File: src/rtl/jt49_dcrm_sched.sv
// Time-multiplexed DC-removal for PSG channels A/B/C: one shared first-order
// datapath walks A->B->C per sample strobe, with per-channel integrator/error state.
module jt49_dcrm_sched #(
    parameter int unsigned K = 2
) (
    input  logic       clk,
    input  logic       rst_n,
    input  logic       cen,
    input  logic [7:0] din_a,
    input  logic [7:0] din_b,
    input  logic [7:0] din_c,
    output logic [7:0] dout_a,
    output logic [7:0] dout_b,
    output logic [7:0] dout_c,
    output logic       done,
    output logic       busy,
    output logic       overrun
);

    localparam logic [1:0] ST_IDLE = 2'd0;
    localparam logic [1:0] ST_A    = 2'd1;
    localparam logic [1:0] ST_B    = 2'd2;
    localparam logic [1:0] ST_C    = 2'd3;

    logic [1:0]        r_state;
    logic [7:0]        r_x_a, r_x_b, r_x_c;
    logic signed [8:0] r_integ [0:2];
    logic signed [8:0] r_err   [0:2];

    logic [7:0]        w_x;
    logic signed [8:0] w_integ, w_err, w_exact, w_d2, w_step, w_integ_nx, w_err_nx;
    logic [7:0]        w_q, w_d;

    always_comb begin
        w_x     = r_x_a;
        w_integ = r_integ[0];
        w_err   = r_err[0];
        case (r_state)
            ST_B: begin
                w_x     = r_x_b;
                w_integ = r_integ[1];
                w_err   = r_err[1];
            end
            ST_C: begin
                w_x     = r_x_c;
                w_integ = r_integ[2];
                w_err   = r_err[2];
            end
            default: ;
        endcase
    end

    // Input is halved to 0..127 so it can be compared against a signed 8-bit estimate
    assign w_exact    = w_integ + w_err;
    assign w_q        = w_exact[8:1];
    assign w_d        = (w_x >> 1) - w_q;
    assign w_d2       = {w_d, 1'b0};
    assign w_step     = w_d2 >>> K;
    assign w_integ_nx = w_integ + w_step;
    assign w_err_nx   = w_exact - {w_q, 1'b0};

    assign busy = (r_state != ST_IDLE);

    always_ff @(posedge clk) begin
        if (!rst_n) begin
            r_state <= ST_IDLE;
            r_x_a   <= '0;
            r_x_b   <= '0;
            r_x_c   <= '0;
            dout_a  <= '0;
            dout_b  <= '0;
            dout_c  <= '0;
            done    <= 1'b0;
            overrun <= 1'b0;
            for (int unsigned i = 0; i < 3; i++) begin
                r_integ[i] <= '0;
                r_err[i]   <= '0;
            end
        end else begin
            done    <= 1'b0;
            overrun <= cen && (r_state != ST_IDLE);
            case (r_state)
                ST_IDLE: begin
                    if (cen) begin
                        r_x_a   <= din_a;
                        r_x_b   <= din_b;
                        r_x_c   <= din_c;
                        r_state <= ST_A;
                    end
                end
                ST_A: begin
                    dout_a     <= w_d;
                    r_integ[0] <= w_integ_nx;
                    r_err[0]   <= w_err_nx;
                    r_state    <= ST_B;
                end
                ST_B: begin
                    dout_b     <= w_d;
                    r_integ[1] <= w_integ_nx;
                    r_err[1]   <= w_err_nx;
                    r_state    <= ST_C;
                end
                default: begin
                    dout_c     <= w_d;
                    r_integ[2] <= w_integ_nx;
                    r_err[2]   <= w_err_nx;
                    done       <= 1'b1;
                    r_state    <= ST_IDLE;
                end
            endcase
        end
    end

endmodule

File: config.mk
export PLATFORM = sky130hd
export DESIGN_NAME = jt49_dcrm_sched
export DESIGN_NICKNAME = d
export VERILOG_FILES = /design/src/rtl/jt49_dcrm_sched.sv
export SDC_FILE = /design/constraint.sdc
export NUM_CORES = 1
export LEC_CHECK = 0
export ABC_CLOCK_PERIOD_IN_PS = 5000
export CORE_ASPECT_RATIO = 1.25
export CORE_MARGIN = 2
export CORE_UTILIZATION = 50
export DETAILED_ROUTE_END_ITERATION = 12
export PLACE_DENSITY = 0.79
export SLEW_MARGIN = 25
export SYNTH_ARGS = -nofsm -noshare
export SYNTH_HDL_FRONTEND = slang
export SYNTH_SLANG_ARGS = --single-unit
export TNS_END_PERCENT = 5
File: constraint.sdc
create_clock -name clk -period 5 [get_ports clk]
set_input_delay 1 -clock clk [delete_from_list [all_inputs] [get_ports clk]]
set_output_delay 1 -clock clk [all_outputs]
set_load 0.03 [all_outputs]
# --- After elaboration in Yosys (flattened, before gate mapping) ---
# Memory sizes are Yosys's and may differ from the RTL's.
# Index checks and enable logic that the tools add are counted.
totals:
  reg_bits: 52
  ramBits: 54
  input_bits: 27
  output_inout_bits: 27
  wordCells: 51
  n_memories: 2
memory_table:
  columns: ["name", "depth", "width", "read_ports", "rd_ports_with_merged_regs", "wr", "line", "source"]
  rows:
  - ["r_err", 3, 9, 3, 0, 3, "28", "logic signed [8:0] r_err [0:2];"]
  - ["r_integ", 3, 9, 3, 0, 3, "27", "logic signed [8:0] r_integ [0:2];"]
op_classes:
  n_addsub: 4
  eq_ne: 4
  n_mux: 21
  bitwise: 6
  reduce_logical: 5
op_table:
  columns: ["cell", "count"]
  rows:
  - ["$mux W9", 6]
  - ["$pmux W9 S2", 2]
  - ["$pmux W8 S2", 1]
  - ["$mux W1", 10]
  - ["$add A9 B7 Y9", 1]
  - ["$add A9 B9 Y9", 1]
  - ["$sub A9 B9 Y9", 1]
  - ["$sub A7 B8 Y8", 1]
  - ["$or A1 B1 Y1", 6]
  - ["$pmux W2 S3", 1]
  - ["$eq A2 B2 Y1 const B", 2]
  - ["$reduce_or A3 Y1", 1]
  - ["$eq A2 B1 Y1 const B", 1]
  - ["$logic_not A2 Y1", 1]
  - ["$mux W2", 1]
  - ["$ne A2 B2 Y1 const B", 1]
  - ["$reduce_and A2 Y1", 1]
  - ["$reduce_bool A2 Y1", 1]
  - ["$logic_and A1 B1 Y1", 1]

# --- Longest topological paths before layout ---
depth:
  depth_word: 6
  ltp_mapped: 28
  mapped_depth_nobuf: 26

# --- Least setup slack after synthesis ---
# No wires, ideal clock.
synth_path:
  path_type: "register -> register"
  from: "register r_state[1]"
  to: "memory r_integ[1][8] (netlist: r_integ[0][17]) (data pin)"
  setup_time_ns: 0.165
  t_arrival_ns: 5.127
  required_ns: 4.835
  path_slack_ns: -0.292
  path_stages_with_launch: 27
  n_path_buf: 2
  period_less_slack_ns: 5.292
  cell_sequence: "dfxtp_1 ha_1 clkbuf_1 clkbuf_1 a22oi_1 nand2_1 ha_1 inv_1 fa_1 inv_1 a21oi_1 nor2_1 xnor2_1 ha_1 a21oi_1 o21bai_1 a31o_2 a31oi_2 xor2_4 xor2_2 inv_1 ha_1 o21a_1 o21a_1 nor2_1 a2111o_1 o21ai_1"
synth_lines:
  columns: ["item", "line", "source"]
  rows:
  - ["start, declared", "25", "logic [1:0] r_state;"]
  - ["start signal, assigned", "66", "r_state <= ST_IDLE;"]
  - ["start signal, assigned", "88", "r_state <= ST_A;"]
  - ["start signal, assigned", "95", "r_state <= ST_B;"]
  - ["end, declared", "27", null]

==> flow_metrics.env <==
export IMPL_post_place_ws_ps=-91.5
export IMPL_min_period_ps=4790
export IMPL_path_max_fanout=5
export IMPL_ys_async_sr_fraction_pct=0
export IMPL_slowest_delay_ps=410
export IMPL_yosys_area_top_type="dfxtp_1"
export IMPL_worst_setup_path_start_kind="flop"
export IMPL_p_leak_nw=2.08
export IMPL_layout_nets=519
export IMPL_synth_area_mm2=0.00405
export IMPL_syn_inst=396
export IMPL_synth_edf_count=30
export IMPL_timing_hold_violations_final=0
export IMPL_tritoncts="done"
export IMPL_regArea_mm2=0.00189
export IMPL_ios=54
export IMPL_powerDensity_mw_per_mm2=710
export IMPL_dr_pass1_iters=4
export IMPL_setup_viol=0
export IMPL_vdd_drop_max_v=0.000383
export IMPL_routabilityCongestion=0.831
export IMPL_cts_made_buffers=9
export IMPL_grt_pass1_wl_um=13500
export IMPL_ys_seq_area_share_pct=46.5
export IMPL_post_drt_via_cell_ratio=5.21
export IMPL_tightestPinTransition_ps=708
export IMPL_ys_ff_latch=79
export IMPL_cts_max_level=3
export IMPL_initial_core_util_pct=51.7
export IMPL_outcome="completed"
export IMPL_synth_cell_type_count=48
export IMPL_yosys_warnings=0
export IMPL_place_inst=542
export IMPL_root_buffer="clkbuf_8"
export IMPL_port_buffers=50
export IMPL_num_vias=2944
export IMPL_skew_ps=10.6
export IMPL_hp_class="reg -> reg"
export IMPL_synth_ff_type="dfxtp_1"
export IMPL_max_freq_ghz=0.209
export IMPL_crit_required_ps=5200
export IMPL_finalWorstSetupSlack_ps=215
export IMPL_end_kind="flop"
export IMPL_cpMaxStageDelayCell="a2111o_1"
export IMPL_fp_dieW_um=84.5
export IMPL_relSlewSlack_pct=52.7
export IMPL_fillCellCount=634
export IMPL_hpwl_um=5810
export IMPL_yosysMostFrequentCell="nand2_1"
export IMPL_multi_input_area_mm2=0.00211
export IMPL_die_area_mm2=0.00884
export IMPL_layout_area_overhead_vs_synth_pct=25.4
export IMPL_hold_buffers=0
export IMPL_cts_sinks=79
export IMPL_drive_gt1_share_pct=14.5
export IMPL_synthTopCellsByArea="dfxtp_1, edfxtp_1, nand2_1"
export IMPL_cp_arrival_ps=4990
export IMPL_crit_type="reg -> reg"
export IMPL_ant_nets=0
export IMPL_drc=0
export IMPL_antenna_found_initial=0
export IMPL_wl_per_cell_um=14.7
export IMPL_gr_usage_all_layers_pct=19.5
export IMPL_clk_latency_ps=360
export IMPL_rows=36
export IMPL_clk_pin_slew_ps=80
export IMPL_overflow=0
export IMPL_synth_commonest_cells="nand2_1, dfxtp_1, edfxtp_1"
export IMPL_grt_pass1_vias=2877
export IMPL_drt_total_wl_um=8320
export IMPL_drtIter0Drc=136
export IMPL_max_cap_violations=0
export IMPL_maxSlewViolCount=0
export IMPL_die_height_um=105
export IMPL_final_instance_count_excl_fill=565
export IMPL_antenna_cells=0
export IMPL_yosys_area_top_type_share_pct=24.2
export IMPL_grt_max_degree=54
export IMPL_syn_avg_cell_area_um2=10.2
export IMPL_coreArea_mm2=0.00784
export IMPL_clk_path_buf_depth=2
export IMPL_fin_crit_sh_pct=95.7
## through the flow
stage	hold slack, ps	area, um^2	utilization [%]	power, mW	TNS [ps]
after floorplan	443	4090	-	2.38	0
after global placement	444	4740	60.4	2.90	0
after detailed placement	450	4740	60.4	2.97	-274
after CTS	465	4980	63.5	3.49	0
after global routing	485	5080	64.8	3.87	-185
final	466	5080	64.8	3.61	0
## kinds of logic after synthesis
logic type / count (synthesis) / share of synthesized area, %
xor+xnor: 20 / 5.32
buf+inv: 37 / 3.62
compound gates: 84 / 15.8
simple gates: 126 / 14.4
fa+ha+maj: 31 / 10.0
flops: 79 / 46.5
mux: 17 / 4.20
other cells: 2 / 0.185
## report_power, final
| group | switching, mW | internal, mW | total, mW |
|---|---|---|---|
| Sequential | 0.0584 | 0.863 | 0.921 |
| Combinational | 1.18 | 1.01 | 2.20 |
| Clock | 0.218 | 0.270 | 0.488 |
| Total | 1.46 | 2.15 | 3.61 |
## worst max-delay path: cells and delay by family (launching register included)
kind                     cells  cell delay, ps
AO/OA/AOI/OAI               10            1670
flip-flops                   1             380
AND/OR/NAND/NOR              4             420
XOR/XNOR                     3             560
buffers and inverters        4             280
adder cells (fa/ha/maj)      5            1310
## area by class of cell
class | count | area share (%)
inverters | 17 | 1.26
flip-flops and latches | 79 | 37.2
clock buffers | 13 | 3.33
repair buffers | 74 | 13.5
multi-input cells | 284 | 41.6
well taps | 95 | 2.34
clock inverters | 3 | 0.789
## worst paths after layout
| check | start | cells past startpoint | endpoint | slack [ps] |
|---|---|---|---|---|
| hold reg to reg | r_x_b[5]$_SDFFE_PN0P_ | 2 | r_x_b[5]$_SDFFE_PN0P_ | 470 |
| setup reg to reg | r_state[0]$_SDFFE_PN0P_ | 26 | r_integ[0][26]$_DFFE_PP_ | 210 |
| hold / removal | r_x_b[5]$_SDFFE_PN0P_ | 2 | r_x_b[5]$_SDFFE_PN0P_ | 470 |
| setup / recovery | r_state[0]$_SDFFE_PN0P_ | 26 | r_integ[0][26]$_DFFE_PP_ | 210 |
## placed cells by master, fill, tap and decap left out, types with 6 or more instances in the layout
master and n:
a21boi_0 21, nand2_1 82, dfxtp_1 47, edfxtp_1 30, clkbuf_8 12, mux2i_1 17
clkdlybuf4s50_1 50, xnor2_1 12, a22oi_1 13, buf_4 23, nor2_1 9, ha_1 19
o211a_1 6, a21oi_1 11, conb_1 6, nor2b_1 17, inv_1 14
## repair_timing
item | in CTS | in global routing
setup endpoints to repair | 6 | 6
buffers inserted | 2 | 5
pin swaps | 2 | 10
gates resized for setup | 5 | 13
## layer usage
layer	vias to the layer above	part of all wire, %	GRT usage (%)
li1	1493	-	-
met1	1388	42	22.5
met2	52	52	33.5
met3	11	4.2	6.00
met4	0	2.1	7.82
met5	-	0	0
## registers in the layout (all words and copies together), names as in the netlist
signal   flops
r_x_a        7
dout_a       8
dout_b       8
r_integ     27
r_state      2
done         1
r_err        3
r_x_c        7
overrun      1
r_x_b        7
dout_c       8
Power figures use the tool's default switching activity.
